[config.mk]
export PLATFORM = sky130hd
export DESIGN_NAME = count_sched
export DESIGN_NICKNAME = d
export VERILOG_FILES = /design/src/rtl/count_sched.sv
export SDC_FILE = /design/constraint.sdc
export NUM_CORES = 1
export LEC_CHECK = 0
export BUFFER_PORTS_ARGS = -buffer_cell sky130_fd_sc_hd__buf_2
export CAP_MARGIN = 0
export CELL_PAD_IN_SITES_DETAIL_PLACEMENT = 2
export CELL_PAD_IN_SITES_GLOBAL_PLACEMENT = 2
export CORE_MARGIN = 2
export CORE_UTILIZATION = 25
export CTS_CLUSTER_DIAMETER = 120
export DETAILED_ROUTE_END_ITERATION = 16
export GPL_ROUTABILITY_DRIVEN = 0
export PLACE_DENSITY = 0.85
export SLEW_MARGIN = 20
export SYNTH_ARGS = -nofsm -noshare
export SYNTH_HDL_FRONTEND = slang
export SYNTH_SLANG_ARGS = --single-unit
export TNS_END_PERCENT = 5
[constraint.sdc]
create_clock -name clk -period 1.82 [get_ports clk]
set_input_delay 0.091 -clock clk [delete_from_list [all_inputs] [get_ports clk]]
set_output_delay 0.091 -clock clk [all_outputs]
set_load 0.02 [all_outputs]
[src/rtl/count_sched.sv]
// Round-robin scheduler sharing one count_fsm wait-timer between N requesters.
// Grants one requester at a time, starts the counter and reports done or watchdog error.
module count_sched #(
  parameter int N       = 4,
  parameter int TW      = 16,
  parameter int TIMEOUT = 1024
) (
  input  logic                 clk,
  input  logic                 rst,
  input  logic [N-1:0]         req,
  input  logic [N*TW-1:0]      req_timer,
  output logic [N-1:0]         grant,
  output logic [N-1:0]         done,
  output logic [N-1:0]         err,
  output logic                 busy,
  output logic [$clog2(N)-1:0] cur_id,
  output logic                 tmr_start,
  output logic [TW-1:0]        tmr_wait_timer,
  input  logic                 tmr_flag,
  input  logic                 tmr_busy
);
  localparam int IDW = $clog2(N);
  localparam int WDW = $clog2(TIMEOUT + 1);
  localparam logic [WDW-1:0] WD_LIMIT = WDW'(TIMEOUT);

  typedef enum logic [1:0] {IDLE, ISSUE, RUN} state_t;

  state_t         state;
  logic [IDW-1:0] ptr;
  logic [WDW-1:0] wdog;
  logic [IDW:0]   pick;
  logic           sel_vld;
  logic [IDW-1:0] sel_id;
  logic [IDW-1:0] next_ptr;

  // First set request at or above p, wrapping; MSB of the result flags a hit.
  function automatic logic [IDW:0] rr_pick(input logic [N-1:0] r, input logic [IDW-1:0] p);
    logic [IDW:0] idx;
    logic [IDW:0] res;
    res = '0;
    for (int k = 0; k < N; k++) begin
      idx = {1'b0, p} + (IDW+1)'(k);
      if (idx >= (IDW+1)'(N)) idx = idx - (IDW+1)'(N);
      if (!res[IDW] && r[idx[IDW-1:0]]) res = {1'b1, idx[IDW-1:0]};
    end
    return res;
  endfunction

  function automatic logic [WDW-1:0] wd_inc(input logic [WDW-1:0] w);
    return (w == WD_LIMIT) ? w : w + 1'b1;
  endfunction

  always_comb begin
    pick     = rr_pick(req, ptr);
    sel_vld  = pick[IDW];
    sel_id   = pick[IDW-1:0];
    next_ptr = (cur_id == IDW'(N - 1)) ? '0 : cur_id + 1'b1;
  end

  always_ff @(posedge clk) begin
    if (rst) begin
      state          <= IDLE;
      grant          <= '0;
      done           <= '0;
      err            <= '0;
      busy           <= 1'b0;
      cur_id         <= '0;
      tmr_start      <= 1'b0;
      tmr_wait_timer <= '0;
      ptr            <= '0;
      wdog           <= '0;
    end else begin
      done      <= '0;
      err       <= '0;
      tmr_start <= 1'b0;
      case (state)
        IDLE: begin
          if (sel_vld) begin
            grant          <= N'(1) << sel_id;
            cur_id         <= sel_id;
            tmr_wait_timer <= req_timer[sel_id*TW +: TW];
            busy           <= 1'b1;
            wdog           <= '0;
            state          <= ISSUE;
          end
        end
        ISSUE: begin
          // A zero wait never touches the counter.
          if (tmr_wait_timer == '0) begin
            done  <= grant;
            grant <= '0;
            busy  <= 1'b0;
            ptr   <= next_ptr;
            state <= IDLE;
          end else if (!tmr_busy) begin
            tmr_start <= 1'b1;
            wdog      <= '0;
            state     <= RUN;
          end else begin
            wdog <= wd_inc(wdog);
          end
        end
        RUN: begin
          // Expiry takes priority over the watchdog limit in the same cycle.
          if (tmr_flag) begin
            done  <= grant;
            grant <= '0;
            busy  <= 1'b0;
            ptr   <= next_ptr;
            state <= IDLE;
          end else if (wdog == WD_LIMIT) begin
            err   <= grant;
            grant <= '0;
            busy  <= 1'b0;
            ptr   <= next_ptr;
            state <= IDLE;
          end else begin
            wdog <= wd_inc(wdog);
          end
        end
        default: state <= IDLE;
      endcase
    end
  end
endmodule
==> results.tsv, run 1 <==
metric	value	unit
ys_ff_latch	47	
htree_levels	2	
grt_pass1_wl	19300	um
setup_viol	17	
grt_max_degree	22	
final_hold_viol_count	0	
critPathCapture	wdog[3]$_SDFFE_PP0P_	
min_period	1.99	ns
drc	0	
p_sw_frac	0.395	
grtUsageTotal	0.221	
hold_path.class	in -> reg	
initial_utilization	0.255	
rrSetupSlack	-0.17	ns
synth_nets	369	
numCtsBuffers	5	
regToRegStartpoint	tmr_wait_timer[7]$_SDFFE_PP0P_	
clock_skew	0.0171	ns
drive_above_1_share	0.560	
first_pass_iters	4	
wl	12900	um
dp_slack	-0.317	ns
synthMostInstantiatedCell	dfxtp_1	
seq_power_share	0.299	
path_class	reg -> reg	
cp.depth	9	
fmax	0.503	GHz
clock_latency	0.32	ns
power.total	4.45	mW
cts.sinks	47	
power.density	1050	mW/mm^2
worst_slack	-0.167	ns
peakVddDrop	406	uV
critPathLaunchType	flip-flop	
synth_area_leaders	dfxtp_1 36%, a21oi_1 6.7%, a221o_1 6.1%	
nets	537	
worst_path_largest_cell_delay	0.36	ns
n_antenna_cell	0	
crit_family	buffers and inverters	
p_leak	1.87	nW
status	finished, violations left	
hold_buffers	0	
area_growth	62.0	%
vias	3097	
worstPathCellList	nor4_4 -> buf_4 -> nand4_1 -> buf_4 -> o211ai_1 -> buf_4 -> buf_4 -> o21ai_0 -> a21oi_1	
wire_per_inst	21.6	um
die_w	106	um
placementRows	37	
synth_edf_count	0	
drt_iter0_drc	89	
overflow	0	
slew-limit-headroom	0.384	
slowest_stage	dfxtp_2	
crit_top_cell	buf_4	
clk_path_buf_depth	2	
crit_fanout	6	
route.antenna.remaining_nets	0	
io_pins	104	
critPathBufInv	4	
antenna_found_initial	0	
synthTopCellsByCount	47 x dfxtp_1, 35 x a21oi_1, 23 x nand3_1	
die-area	0.0113	sq mm
avgViaCountPerCell	5.21	
maxSlewViolCount	0	
coreArea	0.0102	sq mm
startpoint	tmr_wait_timer[7]$_SDFFE_PP0P_	
first_global_vias	3673	
tritoncts	built	
rr_worst_depth	9	
power_frac_clock	0.191	
yosys_warnings	0	
hold_start	tmr_busy	
place.port_buffers	103	
yosysTopAreaCellShare	0.360	
netlist_instances	290	
fin_crit_sh	1.09	
reg2reg_to	wdog[3]$_SDFFE_PP0P_	
synthFlopType	dfxtp_1	
syn_area_per_cell	9.01	sq um
ys_seq_area_frac	0.360	
end_kind	flip-flop	
root_buffer	clkbuf_8	
rsz0062_at_grt	true	
die_h	106	um
synth_top_area_cell	dfxtp_1	
p_int	2.69	mW
async_flop_share	0	
synth.distinct_cells	53	
clk_pin_slew	0.11	ns
cp.arrival	2.23	ns
power_frac_comb	0.509	
drv_cap	0	
power.net_switching	1.76	mW
place_hpwl	8850	um
cp.required	2.06	ns
violations	setup timing	
worst_pin_slew	0.915	ns
synth_area	0.00261	sq mm
cells in the final DEF, fill, tap and decap left out, types with 8 or more instances in the layout:
cell     netlist  layout
a21oi_1       35      30
a221o_1       16      16
and2_1         9       8
buf_2          3     103
buf_4          1      61
buf_6          1       8
dfxtp_1       47      38
dfxtp_2        0       8
mux2_4        10      10
nand2_1        8       8
nand3_1       23      22
nor2_1        15      13
o21ai_0       20      18
worst min-delay path by stage:
stage	endpoint	cells past startpoint
2_1_floorplan	tmr_start$_SDFF_PP0_	1
3_3_place_gp	tmr_start$_SDFF_PP0_	2
3_5_place_dp	tmr_start$_SDFF_PP0_	2
4_1_cts	tmr_start$_SDFF_PP0_	2
5_1_grt	tmr_start$_SDFF_PP0_	2
6_report	tmr_start$_SDFF_PP0_	2
per-layer routing:
metal  share of wire  global-route usage  vias to the layer above
li1                -                   -                     1436
met1            0.38               0.221                     1533
met5               0                   0                        -
met4           0.029              0.0724                        0
met2            0.55               0.440                      101
met3           0.048              0.0527                       27
final cells by class:
type / instances / area [sq um]
fillers: 1171 / 6000
multi-input cells: 223 / 1860
repair buffers: 174 / 1100
flip-flops and latches: 47 / 955
well taps: 136 / 170
clock buffers: 5 / 68.8
clock inverters: 3 / 46.3
inverters: 7 / 26.3
metrics by stage:
stage | hold WS (ns) | setup TNS (ns) | instance area [sq um] | std cells | util
after floorplan | 0.167 | -0.431 | 2630 | 290 | -
after CTS | 0.00736 | -0.712 | 4120 | 594 | 0.403
after detailed placement | 0.337 | -7.65 | 3690 | 573 | 0.361
after global routing | 0.0219 | -4.65 | 4230 | 595 | 0.414
after global placement | 0.328 | -2.49 | 3690 | 573 | 0.361
final | 0.0282 | -1.84 | 4230 | 595 | 0.414
worst register-to-register path, stage by stage, from the launching register on:
cell and delay (ns):
dfxtp_2 0.36, nor4_4 0.32, buf_4 0.19, nand4_1 0.15
buf_4 0.18, o211ai_1 0.17, buf_4 0.19, buf_4 0.12
o21ai_0 0.08, a21oi_1 0.14
power by group through the flow:
stage                     Sequential (mW)  Clock (mW)  Combinational (mW)
after floorplan                      1.43           0               0.804
after global placement               1.29           0                1.69
after global routing                 1.35       0.917                2.40
after CTS                            1.32       0.845                2.13
final                                1.33       0.850                2.27
after detailed placement             1.31           0                1.79
registers in the layout, indices dropped and copies added (netlist names):
signal and cells:
busy 1, cur_id 2, done 4, err 4
grant 4, ptr 2, state 2, tmr_start 1
tmr_wait_timer 16, wdog 11
what timing repair did:
| item | in CTS | in global routing |
|---|---|---|
| resized for setup | 47 | 26 |
| setup endpoints to repair | 37 | 41 |
| setup buffers | 12 | 1 |
| pin swaps | 23 | 14 |
| cloned | 1 | 0 |
cells by family after synthesis:
logic type,after synthesis,share of synthesized area
AND/OR/NAND/NOR,104,0.234
flip-flops,47,0.360
multiplexers,20,0.0987
AO/OA/AOI/OAI,91,0.236
XOR/XNOR,1,0.00335
buffers and inverters,20,0.0345
adder cells (fa/ha/maj),7,0.0335
Note: power is estimated with default switching activity, not from simulation.
==> inputs of run 2 (changes only) <==
--- a/config.mk
+++ b/config.mk
@@ -7,14 +7,12 @@
 export LEC_CHECK = 0
 export BUFFER_PORTS_ARGS = -buffer_cell sky130_fd_sc_hd__buf_2
 export CAP_MARGIN = 0
-export CELL_PAD_IN_SITES_DETAIL_PLACEMENT = 2
-export CELL_PAD_IN_SITES_GLOBAL_PLACEMENT = 2
 export CORE_MARGIN = 2
-export CORE_UTILIZATION = 25
+export CORE_UTILIZATION = 30
 export CTS_CLUSTER_DIAMETER = 120
 export DETAILED_ROUTE_END_ITERATION = 16
 export GPL_ROUTABILITY_DRIVEN = 0
-export PLACE_DENSITY = 0.85
+export PLACE_DENSITY = 0.65
 export SLEW_MARGIN = 20
 export SYNTH_ARGS = -nofsm -noshare
 export SYNTH_HDL_FRONTEND = slang
==> results.tsv, run 2 (synthesized netlist as in run 1, its figures left out) <==
metric	value	unit
status	finished, violations left	
violations	setup timing	
die_w	97.3	um
coreArea	0.00859	sq mm
min_period	1.91	ns
n_antenna_cell	0	
seq_area	950	sq um
place_area	0.00354	sq mm
antenna_found_initial	0	
fin_area	0.00393	sq mm
grtUsageTotal	0.167	
hold_buffers	0	
slowest_stage	or4_4	
critPathLaunchType	flip-flop	
maxSlewViolCount	0	
largest_reg_flops	16	
cp.arrival	2.16	ns
tritoncts	built	
peakVddDrop	473	uV
htree_levels	2	
grt_max_degree	20	
end_kind	flip-flop	
clk_path_buf_depth	2	
numCtsBuffers	5	
worst_path_largest_cell_delay	0.42	ns
wl	8320	um
clock_latency	0.30	ns
avgViaCountPerCell	5.19	
drt_iter0_drc	125	
final_hold_viol_count	0	
root_buffer	clkbuf_8	
die_h	97.3	um
overflow	0	
setup_viol	9	
fill_cells	834	
worstPathCellList	inv_2 -> ha_4 -> nor2_2 -> a221oi_2 -> o211ai_1 -> buf_4 -> or4_4 -> a21oi_2	
crit_fanout	8	
nets	515	
critPathBufInv	2	
regMostFlops	tmr_wait_timer	
clock_skew	0.00757	ns
power.density	985	mW/mm^2
area_growth	50.2	%
clk_pin_slew	0.09	ns
place.port_buffers	103	
die-area	0.00947	sq mm
cp.required	2.07	ns
route.antenna.remaining_nets	0	
vias	2831	
crit_family	compound AO/OA/AOI/OAI gates	
grt_pass1_wl	13100	um
p_leak	1.73	nW
fin_crit_sh	1.05	
first_pass_iters	4	
final_common_cell	buf_2	
io_pins	104	
rsz0062_at_grt	true	
layout_common_cells	104 x buf_2, 45 x buf_4, 42 x dfxtp_1, 31 x a21oi_1, 23 x nand3_1	
hold_path.class	in -> reg	
cts.sinks	47	
drive_above_1_share	0.510	
place_hpwl	6210	um
fmax	0.522	GHz
wire_per_inst	15.3	um
reg_top3	tmr_wait_timer x16, wdog x11	
holdWs	0.0359	ns
worst_pin_slew	0.691	ns
drv_cap	0	
multi_input_area	0.00180	sq mm
initial_utilization	0.304	
path_class	reg -> reg	
slew-limit-headroom	0.537	
worst_slack	-0.0949	ns
drc	0	
placementRows	34	
first_global_vias	2685	
run 2: cell types whose count changed in the layout (fill, tap and decap cells not counted), moves of 4 or more:
cell / change
or4_1: +4
dfxtp_1: +4
buf_6: -8
dfxtp_2: -4
buf_4: -16
or4_4: -4
run 2: cell type report:
| cell class | instances | area share |
|---|---|---|
| Multi-Input combinational cell | 223 | 0.458 |
| Clock buffer | 6 | 0.0210 |
| Clock inverter | 2 | 0.00414 |
| Tap cell | 108 | 0.0344 |
| Sequential cell | 47 | 0.242 |
| Inverter | 7 | 0.00669 |
| Timing Repair Buffer | 152 | 0.234 |
run 2: path summary, 6_finish.rpt:
check	startpoint	slack (ns)	cells past startpoint	endpoint
worst min register to register	grant[3]$_SDFFE_PP0P_	0.51	2	grant[3]$_SDFFE_PP0P_
worst min-delay path	tmr_busy	0.04	2	tmr_start$_SDFF_PP0_
worst max-delay path	state[1]$_SDFFE_PP0P_	-0.09	8	wdog[7]$_SDFFE_PP0P_
worst max register to register	state[1]$_SDFFE_PP0P_	-0.09	8	wdog[7]$_SDFFE_PP0P_
run 2: metrics by stage:
stage	std cells	total power, mW	util	TNS [ns]	worst slack, ns
floorplan	290	2.24	-	-0.431	-0.0876
global placement	531	2.86	0.412	-4.98	-0.311
detailed placement	531	2.89	0.412	-6.38	-0.389
CTS	543	3.68	0.436	-0.406	-0.0535
global route	545	4.10	0.457	-2.59	-0.204
finish	545	3.87	0.457	-0.521	-0.0949
run 2: layer usage:
metal  vias up  routed length [um]  track usage
li1       1393                   -            -
met1      1348                3600        0.218
met2        82                4270        0.287
met3         8                 369       0.0281
met4         0                  85       0.0438
met5         -                   0            0
run 2: worst reg2reg max path, delay by kind of cell (launching register included):
kind                     cells  cell delay (ns)
AO/OA/AOI/OAI                3             0.53
AND/OR/NAND/NOR              2             0.46
flip-flops                   1             0.36
adder cells (fa/ha/maj)      1             0.27
buffers and inverters        2             0.25
run 2: what timing repair did:
action | CTS | global route
pin swaps | 13 | 12
buffers inserted | 4 | 1
endpoints found under the setup margin | 32 | 44
resized for setup | 11 | 32
gates cloned | 0 | 1
run 2: power by group:
| part | internal [mW] | switching, mW |
|---|---|---|
| clock network | 0.311 | 0.375 |
| registers | 1.18 | 0.150 |
| logic | 0.913 | 0.941 |
